===== src/rtl/piso_serializer_pkg.sv =====
// Shared FSM encoding and counter sizing helper for the PISO serializer.
package piso_serializer_pkg;

  typedef enum logic {
    ST_IDLE  = 1'b0,
    ST_SHIFT = 1'b1
  } state_t;

  // Counter width for a count of n states; never narrower than one bit.
  function automatic int cnt_width(input int n);
    return (n <= 1) ? 1 : $clog2(n);
  endfunction

endpackage


===== src/rtl/piso_serializer_bit_tick_gen.sv =====
// Bit-period prescaler: counts 0..DIV-1 while enabled; tc is high in the last cycle of the period.
// tc is decoded from registered state only, so it carries no path from upstream inputs.
module piso_serializer_bit_tick_gen
  import piso_serializer_pkg::*;
#(
  parameter int DIV = 4
) (
  input  logic clk,
  input  logic rst_n,
  input  logic clr,
  input  logic en,
  output logic tc
);

  localparam int PW = cnt_width(DIV);
  localparam logic [PW-1:0] TERM = PW'(DIV - 1);

  logic [PW-1:0] presc;

  assign tc = en && (presc == TERM);

  always_ff @(posedge clk or negedge rst_n) begin
    if (!rst_n) begin
      presc <= '0;
    end else if (clr) begin
      presc <= '0;
    end else if (en) begin
      presc <= (presc == TERM) ? '0 : presc + 1'b1;
    end
  end

endmodule


===== src/rtl/piso_serializer.sv =====
// Serializes one WIDTH-bit word per frame onto SER, DIV cycles per bit; frame is WIDTH*DIV cycles.
// Din_Ready only in IDLE, so upstream must hold Din_Valid until accepted; Done pulses in the first IDLE cycle.
module piso_serializer
  import piso_serializer_pkg::*;
#(
  parameter int WIDTH     = 8,
  parameter int DIV       = 4,
  parameter bit MSB_FIRST = 1'b1
) (
  input  logic             Clk,
  input  logic             RST,
  input  logic [WIDTH-1:0] Din,
  input  logic             Din_Valid,
  output logic             Din_Ready,
  output logic             SER,
  output logic             Bit_Tick,
  output logic             Busy,
  output logic             Done
);

  localparam int BW = cnt_width(WIDTH);
  localparam logic [BW-1:0] LAST = BW'(WIDTH - 1);

  state_t           state, state_nxt;
  logic [WIDTH-1:0] shreg, shreg_nxt;
  logic [BW-1:0]    bit_cnt, bit_cnt_nxt;
  logic             done_q, done_nxt;
  logic             shifting;
  logic             accept;
  logic             tick;

  assign shifting = (state == ST_SHIFT);
  assign accept   = (state == ST_IDLE) && Din_Valid;

  piso_serializer_bit_tick_gen #(
    .DIV (DIV)
  ) u_tick (
    .clk   (Clk),
    .rst_n (RST),
    .clr   (accept),
    .en    (shifting),
    .tc    (tick)
  );

  always_ff @(posedge Clk or negedge RST) begin
    if (!RST) begin
      state   <= ST_IDLE;
      shreg   <= '0;
      bit_cnt <= '0;
      done_q  <= 1'b0;
    end else begin
      state   <= state_nxt;
      shreg   <= shreg_nxt;
      bit_cnt <= bit_cnt_nxt;
      done_q  <= done_nxt;
    end
  end

  always_comb begin
    state_nxt   = state;
    shreg_nxt   = shreg;
    bit_cnt_nxt = bit_cnt;
    done_nxt    = 1'b0;
    if (state == ST_IDLE) begin
      if (Din_Valid) begin
        shreg_nxt   = Din;
        bit_cnt_nxt = '0;
        state_nxt   = ST_SHIFT;
      end
    end else if (tick) begin
      // Zero fill keeps the register clear once the frame has drained.
      shreg_nxt = MSB_FIRST ? {shreg[WIDTH-2:0], 1'b0} : {1'b0, shreg[WIDTH-1:1]};
      if (bit_cnt == LAST) begin
        bit_cnt_nxt = '0;
        state_nxt   = ST_IDLE;
        done_nxt    = 1'b1;
      end else begin
        bit_cnt_nxt = bit_cnt + 1'b1;
      end
    end
  end

  assign SER       = shifting && (MSB_FIRST ? shreg[WIDTH-1] : shreg[0]);
  assign Bit_Tick  = tick;
  assign Busy      = shifting;
  assign Din_Ready = (state == ST_IDLE);
  assign Done      = done_q;

endmodule


===== config.mk =====
export PLATFORM = sky130hd
export DESIGN_NAME = piso_serializer
export DESIGN_NICKNAME = d
export VERILOG_FILES = /design/src/rtl/piso_serializer_pkg.sv /design/src/rtl/piso_serializer_bit_tick_gen.sv /design/src/rtl/piso_serializer.sv
export SDC_FILE = /design/constraint.sdc
export NUM_CORES = 1
export LEC_CHECK = 0
export ABC_AREA = 1
export CORE_AREA = 2 2 43 45
export CTS_BUF_LIST = sky130_fd_sc_hd__clkbuf_8
export DETAILED_ROUTE_END_ITERATION = 10
export DIE_AREA = 0 0 45 47
export HOLD_SLACK_MARGIN = 0.15
export PLACE_DENSITY = 0.7
export SKIP_LAST_GASP = 1
export SYNTH_ARGS = -nofsm -noshare
export SYNTH_HDL_FRONTEND = slang
export SYNTH_SLANG_ARGS = --single-unit
export TNS_END_PERCENT = 100

===== constraint.sdc =====
create_clock -name Clk -period 1.55 [get_ports Clk]
set_clock_uncertainty 0.1 [all_clocks]
set_input_delay 0.465 -clock Clk [delete_from_list [all_inputs] [get_ports Clk]]
set_output_delay 0.465 -clock Clk [all_outputs]
set_load 0.03 [all_outputs]

; After elaboration in Yosys (flattened, before gate mapping)
; Cells that the tools add are included.
[classes]
muxes = 17
eq_ne = 3
n_addsub = 2
reduce_logical = 6
n_bitwise = 1
[ops]
columns = operator, n
row1 = 8-bit 2-to-1 mux, 3
row2 = 3-bit 2-to-1 mux, 4
row3 = 1-bit 2-to-1 mux, 7
row4 = 2-bit 2-to-1 mux, 3
row5 = 2-bit nonzero test, 2
row6 = 3-bit by 1-bit adder with 3-bit output (second input constant), 1
row7 = 3-bit == test (second input constant), 1
row8 = 1-bit logical AND, 3
row9 = 2-bit by 1-bit adder with 2-bit output (second input constant), 1
row10 = 2-bit == test (second input constant), 1
row11 = 2-bit inequality test (second input constant), 1
row12 = 2-bit AND reduction, 1
row13 = 1-bit inverter, 1
[word_totals]
input_bits = 11
out_inout_bits = 5
elab_cells = 34
regBits = 15

; Logic depth before layout (Yosys ltp)
; Gate-level depths: netlist (run 1).
[logic_depth]
depth_word = 4
depth_mapped = 7
depth_no_buf = 7

; Cells and area by module
; Synthesis (run 1) repeated with hierarchy kept, for this count alone.
[unflattened]
cells_unflattened = 100
area_unflattened_um2 = 762.0
[by_module_without_submodules]
columns = module, seq_area_each_um2, area_each_um2, cells_each, instances
row1 = piso_serializer, 325.3, 653.1, 86, 1
row2 = piso_serializer_bit_tick_gen, 50.0, 108.9, 14, 1

; Worst setup path after synthesis (run 1)
; No wires, ideal clock.
[synth_timing]
path_type = reg-to-output
from = reg state (netlist: Busy)
to = out SER
arrival_ns = 1.079
setup_slack_ns = -0.094
n_path_buf = 1
required_time_ns = 0.985
path_stages_with_launch = 4
cell_sequence = dfrtp_1 > buf_2 > nand2_1 > inv_1
[synth_between]
elab_chain_len = 1
[synth_rtl]
columns = element, line
row1 = start: declaration, piso_serializer.sv:24  ; state_t state, state_nxt;
row2 = start signal: assignment, piso_serializer.sv:52  ; state <= state_nxt;
row3 = 1-bit logical AND, piso_serializer.sv:83  ; assign SER = shifting && (MSB_FIRST ? shreg[WIDTH-1] : shreg[0]);
row4 = end: declaration, piso_serializer.sv:15  ; output logic SER,
; Every way passes these cells.

; Worst setup path after layout (run 1)
[layout_timing]
from = reg u_tick.presc[0]
to = out Bit_Tick
[layout_between]
elab_chain_len = 2
[layout_rtl]
columns = element, line
row1 = start: declaration, piso_serializer_bit_tick_gen.sv:18  ; logic [PW-1:0] presc;
row2 = start signal: assignment, piso_serializer_bit_tick_gen.sv:28  ; presc <= (presc == TERM) ? '0 : presc + 1'b1;
row3 = 2-bit == test, piso_serializer_bit_tick_gen.sv:20  ; assign tc = en && (presc == TERM);
row4 = 1-bit logical AND, piso_serializer_bit_tick_gen.sv:20
row5 = end: declaration, piso_serializer.sv:16  ; output logic Bit_Tick,
; Every way passes these cells.

==> results of run 1 <==
[stage by stage]
| stage | area (µm²) | power [mW] | worst slack (ns) | TNS [ns] | std cells |
|---|---|---|---|---|---|
| floorplan | 767 | 1.09 | 0.0301 | 0 | 102 |
| global placement | 948 | 1.28 | 0.0278 | 0 | 136 |
| detailed placement | 948 | 1.30 | -0.00689 | -0.0170 | 136 |
| CTS | 1060 | 1.77 | -0.0574 | -0.0574 | 148 |
| global route | 1080 | 1.95 | -0.115 | -0.266 | 149 |
| finish | 1080 | 1.80 | -0.0709 | -0.121 | 149 |
[worst min-delay path, delay by kind of cell (launching register included)]
kind / cells / cell delay (ns)
flip-flops: 1 / 0.34
AND/OR/NAND/NOR: 2 / 0.13
[metal layers]
layer / vias up / global-route usage (%) / part of all wire [%]
li1: 374 / - / -
met1: 320 / 25.2 / 47
met2: 17 / 28.0 / 47
met3: 2 / 3.46 / 4.7
met4: 0 / 5.29 / 0.63
met5: - / 0 / 0
[final cells by class]
cell class / instances / share of cell area, %
flip-flops and latches: 15 / 34.9
multi-input cells: 74 / 31.7
repair buffers: 30 / 23.9
clock buffers: 3 / 3.82
inverters: 9 / 3.36
well taps: 17 / 1.97
clock inverters: 1 / 0.348
[path summary, 6_finish.rpt]
kind	start	end	slack, ns	depth (start not counted)
max in group asynchronous	RST	Busy	0.72	2
min reg2reg	shreg[0]	shreg[0]	0.40	2
min	shreg[0]	shreg[0]	0.40	2
max	u_tick.presc[0]	Bit_Tick	-0.07	4
max reg2reg	u_tick.presc[0]	Busy	-0.05	9
min in group asynchronous	RST	Done	0.44	2
[cells in the final DEF, fill, tap and decap left out, types with 2 or more instances in the layout]
master,n
sky130_fd_sc_hd__buf_4,18
sky130_fd_sc_hd__buf_6,2
sky130_fd_sc_hd__clkbuf_8,3
sky130_fd_sc_hd__clkdlybuf4s50_1,10
sky130_fd_sc_hd__dfrtp_1,14
sky130_fd_sc_hd__ha_1,3
sky130_fd_sc_hd__inv_1,7
sky130_fd_sc_hd__inv_2,2
sky130_fd_sc_hd__nand2_1,49
sky130_fd_sc_hd__nand3_1,15
sky130_fd_sc_hd__nor2_1,3
[state kept, by name, summed over array words and instances (netlist names)]
register / flops
Done: 1
Busy: 1
bit_cnt: 3
u_tick.presc: 2
shreg: 8
[power by group through the flow]
stage | registers, mW | clock network (mW) | logic, mW
2_1_floorplan | 0.616 | 0 | 0.479
3_3_place_gp | 0.626 | 0 | 0.652
3_5_place_dp | 0.632 | 0 | 0.664
4_1_cts | 0.614 | 0.313 | 0.843
5_1_grt | 0.633 | 0.331 | 0.987
6_report | 0.617 | 0.306 | 0.881
[logic make-up (layout without fill, tap and decap cells)]
logic type	Yosys count	count (layout)
AO/OA/AOI/OAI	2	2
AND/OR/NAND/NOR	68	68
adder cells (fa/ha/maj)	4	4
buffers and inverters	13	43
flip-flops	15	15
[cell usage after synthesis, drive strengths merged]
library cell and number:
nand3 15, nand2 50, buf 4, ha 4, dfrtp 15, o21ai 1
inv 9, nor2 3, a21oi 1
[timing repair]
item                       4_1_cts  5_1_grt
pin swaps                        1        1
resized for setup                5        3
setup endpoints to repair        3        5
setup buffers                    8        1
==> PnR_summary.wiki, run 1 <==
{| class="wikitable"
! Metric !! Value
|-
| Largest net degree at the start of global routing || 16
|-
| Routed WL per cell || 10.7 µm
|-
| Area of the die || 2120 µm²
|-
| Final estimated routing congestion in global placement || 0.770
|-
| Cell taking the most area after synthesis || sky130_fd_sc_hd__dfrtp_1
|-
| Critical Path AT || 1.06 ns
|-
| Data required time at the worst endpoint || 0.98 ns
|-
| Net count reported at finish || 148
|-
| Placeable core region || 1650 µm²
|-
| Basic-gate share of the synthesized area counting and, or, nand and nor cells || 35.8%
|-
| Slowest cell on crit path || sky130_fd_sc_hd__dfrtp_1
|-
| Sequential power share || 34.2%
|-
| Startpoint kind of the worst setup timing path || flip-flop
|-
| Dominant combinational cell family by area after synthesis || simple AND/OR/NAND/NOR gates
|-
| XOR/XNOR share of the synthesized area || 0%
|-
| Tcrit/Tclk final || 105%
|-
| Clk_lat worst skew || 0.24 ns
|-
| Number of register bits inferred by synthesis || 15
|-
| Number of buffers created by CTS || 3
|-
| Count of vias placed by the detailed router || 713
|-
| Max-capacitance violation count || 0
|-
| Endpoint class of the critical path || output pin
|-
| Post-Synthesis Cell Area || 766 µm²
|-
| Combinational Power Share || 48.8%
|-
| Cell-by-cell listing of the critical path || ha_2 -> nand2_2 -> inv_2 -> buf_6
|-
| Mean Syn Cell Area || 7.51 µm²
|-
| Total GRT Usage || 17.9%
|-
| CP Buf/Inv Count || 2
|-
| Number of clock sinks seen by CTS || 15
|-
| Yosys top cell area share || 49.0%
|-
| Via count of the first global-routing pass || 585
|-
| Sequential fraction of the synthesis area || 49.0%
|-
| Starting DRT DRC Count || 11
|-
| Switching power || 0.669 mW
|-
| # setup viols final || 2
|-
| Peak VDD IR || 0.00108 V
|-
| Layout Utilization || 65.4%
|-
| DP Wirelength || 1040 µm
|-
| Clock tree from TritonCTS || yes
|-
| Net switching fraction of the power || 37.1%
|-
| Time the final worst path needs with I/O delays and setup || 1.62 ns
|-
| Fraction of power consumed by the clock network || 17.0%
|-
| Total of buffers placed on input and output ports || 15
|-
| Gr ovfl total || 0
|-
| Maximum number of buffers from clock root to sink || 2
|-
| Global-route wire length before repair || 2700 µm
|-
| CTS HTree Levels || 1
|-
| Die Y || 47 µm
|-
| Iteration count of the initial detailed-routing pass || 4
|-
| Sequential standard cell area || 377 µm²
|-
| Std-Cell Rows || 15
|-
| Final WS setup || -0.0709 ns
|-
| Run status || finished with violations
|-
| Kind of critical path || flip-flop to output pin
|-
| Leakage power total || 0.616 nW
|-
| Distinct cells, synth || 11
|-
| Min Hold Slack || 0.399 ns
|-
| Synth Net Count || 117
|-
| Max-slew violation total from the final report || 0
|-
| Unrepaired setup endpoints after global routing || true
|-
| Total internal power || 1.13 mW
|-
| Aggregate routed wire length || 1590 µm
|-
| Avg Vias per Cell || 4.79
|-
| Effective utilization at floorplan || 46.4%
|-
| Fraction of the mapped netlist area in compound gates || 1.31%
|-
| Portion of netlist area occupied by mux cells || 0%
|-
| Number of buffers inserted by hold repair at cts || 0
|-
| Max stage delay on crit path || 0.39 ns
|-
| Area of combinational cells with multiple inputs || 343 µm²
|-
| Adder-cell area share of the yosys netlist || 6.54%
|-
| Worst-Margin Slew || 0.255 ns
|-
| Family of cells with the greatest summed delay on the critical path || flip-flops
|-
| Upper clock frequency limit || 617 MHz
|-
| Chip width || 45 µm
|-
| Count of endpoints failing hold in the final timing report || 0
|-
| Filler cell count in the final layout || 136
|-
| Antenna violations before repair || 0
|-
| Count of mapped cells out of synthesis || 102
|-
| Layout cells sized above 1 || 22.7%
|-
| Maximum fanout count along the critical path || 2
|-
| Top area cells in the synthesized netlist || sky130_fd_sc_hd__dfrtp_1 (49%), sky130_fd_sc_hd__nand2_1 (25%), sky130_fd_sc_hd__nand3_1 (9.8%)
|-
| Failing checks || setup timing
|-
| Drt drc || 0
|-
| I/O pin count || 16
|-
| Remaining antenna violation count after routing || 0
|-
| Remaining max-slew budget at the tightest pin || 82.9%
|-
| Class of the tightest hold or removal check || flip-flop to flip-flop
|-
| Count of warnings emitted by yosys || 0
|-
| Root buffer selected by CTS || sky130_fd_sc_hd__clkbuf_8
|-
| Number of diodes added for antenna fixing || 0
|-
| Pwr per Cell Area || 1670 nW/µm²
|-
| Area added between synthesis and finish || 41.0%
|-
| Clock input transition at the sequential cells of the worst setup and hold paths || 0.06 ns
|}
Power figures use the tool's default switching activity.
==> run 2, diff against run 1 <==
--- a/config.mk
+++ b/config.mk
@@ -10,6 +10,7 @@
 export CTS_BUF_LIST = sky130_fd_sc_hd__clkbuf_8
 export DETAILED_ROUTE_END_ITERATION = 10
 export DIE_AREA = 0 0 45 47
+export GPL_ROUTABILITY_DRIVEN = 0
 export HOLD_SLACK_MARGIN = 0.15
 export PLACE_DENSITY = 0.7
 export SKIP_LAST_GASP = 1
==> results of run 2 <==
Same layout as run 1: the final DEF is identical, and so are final timing and power.
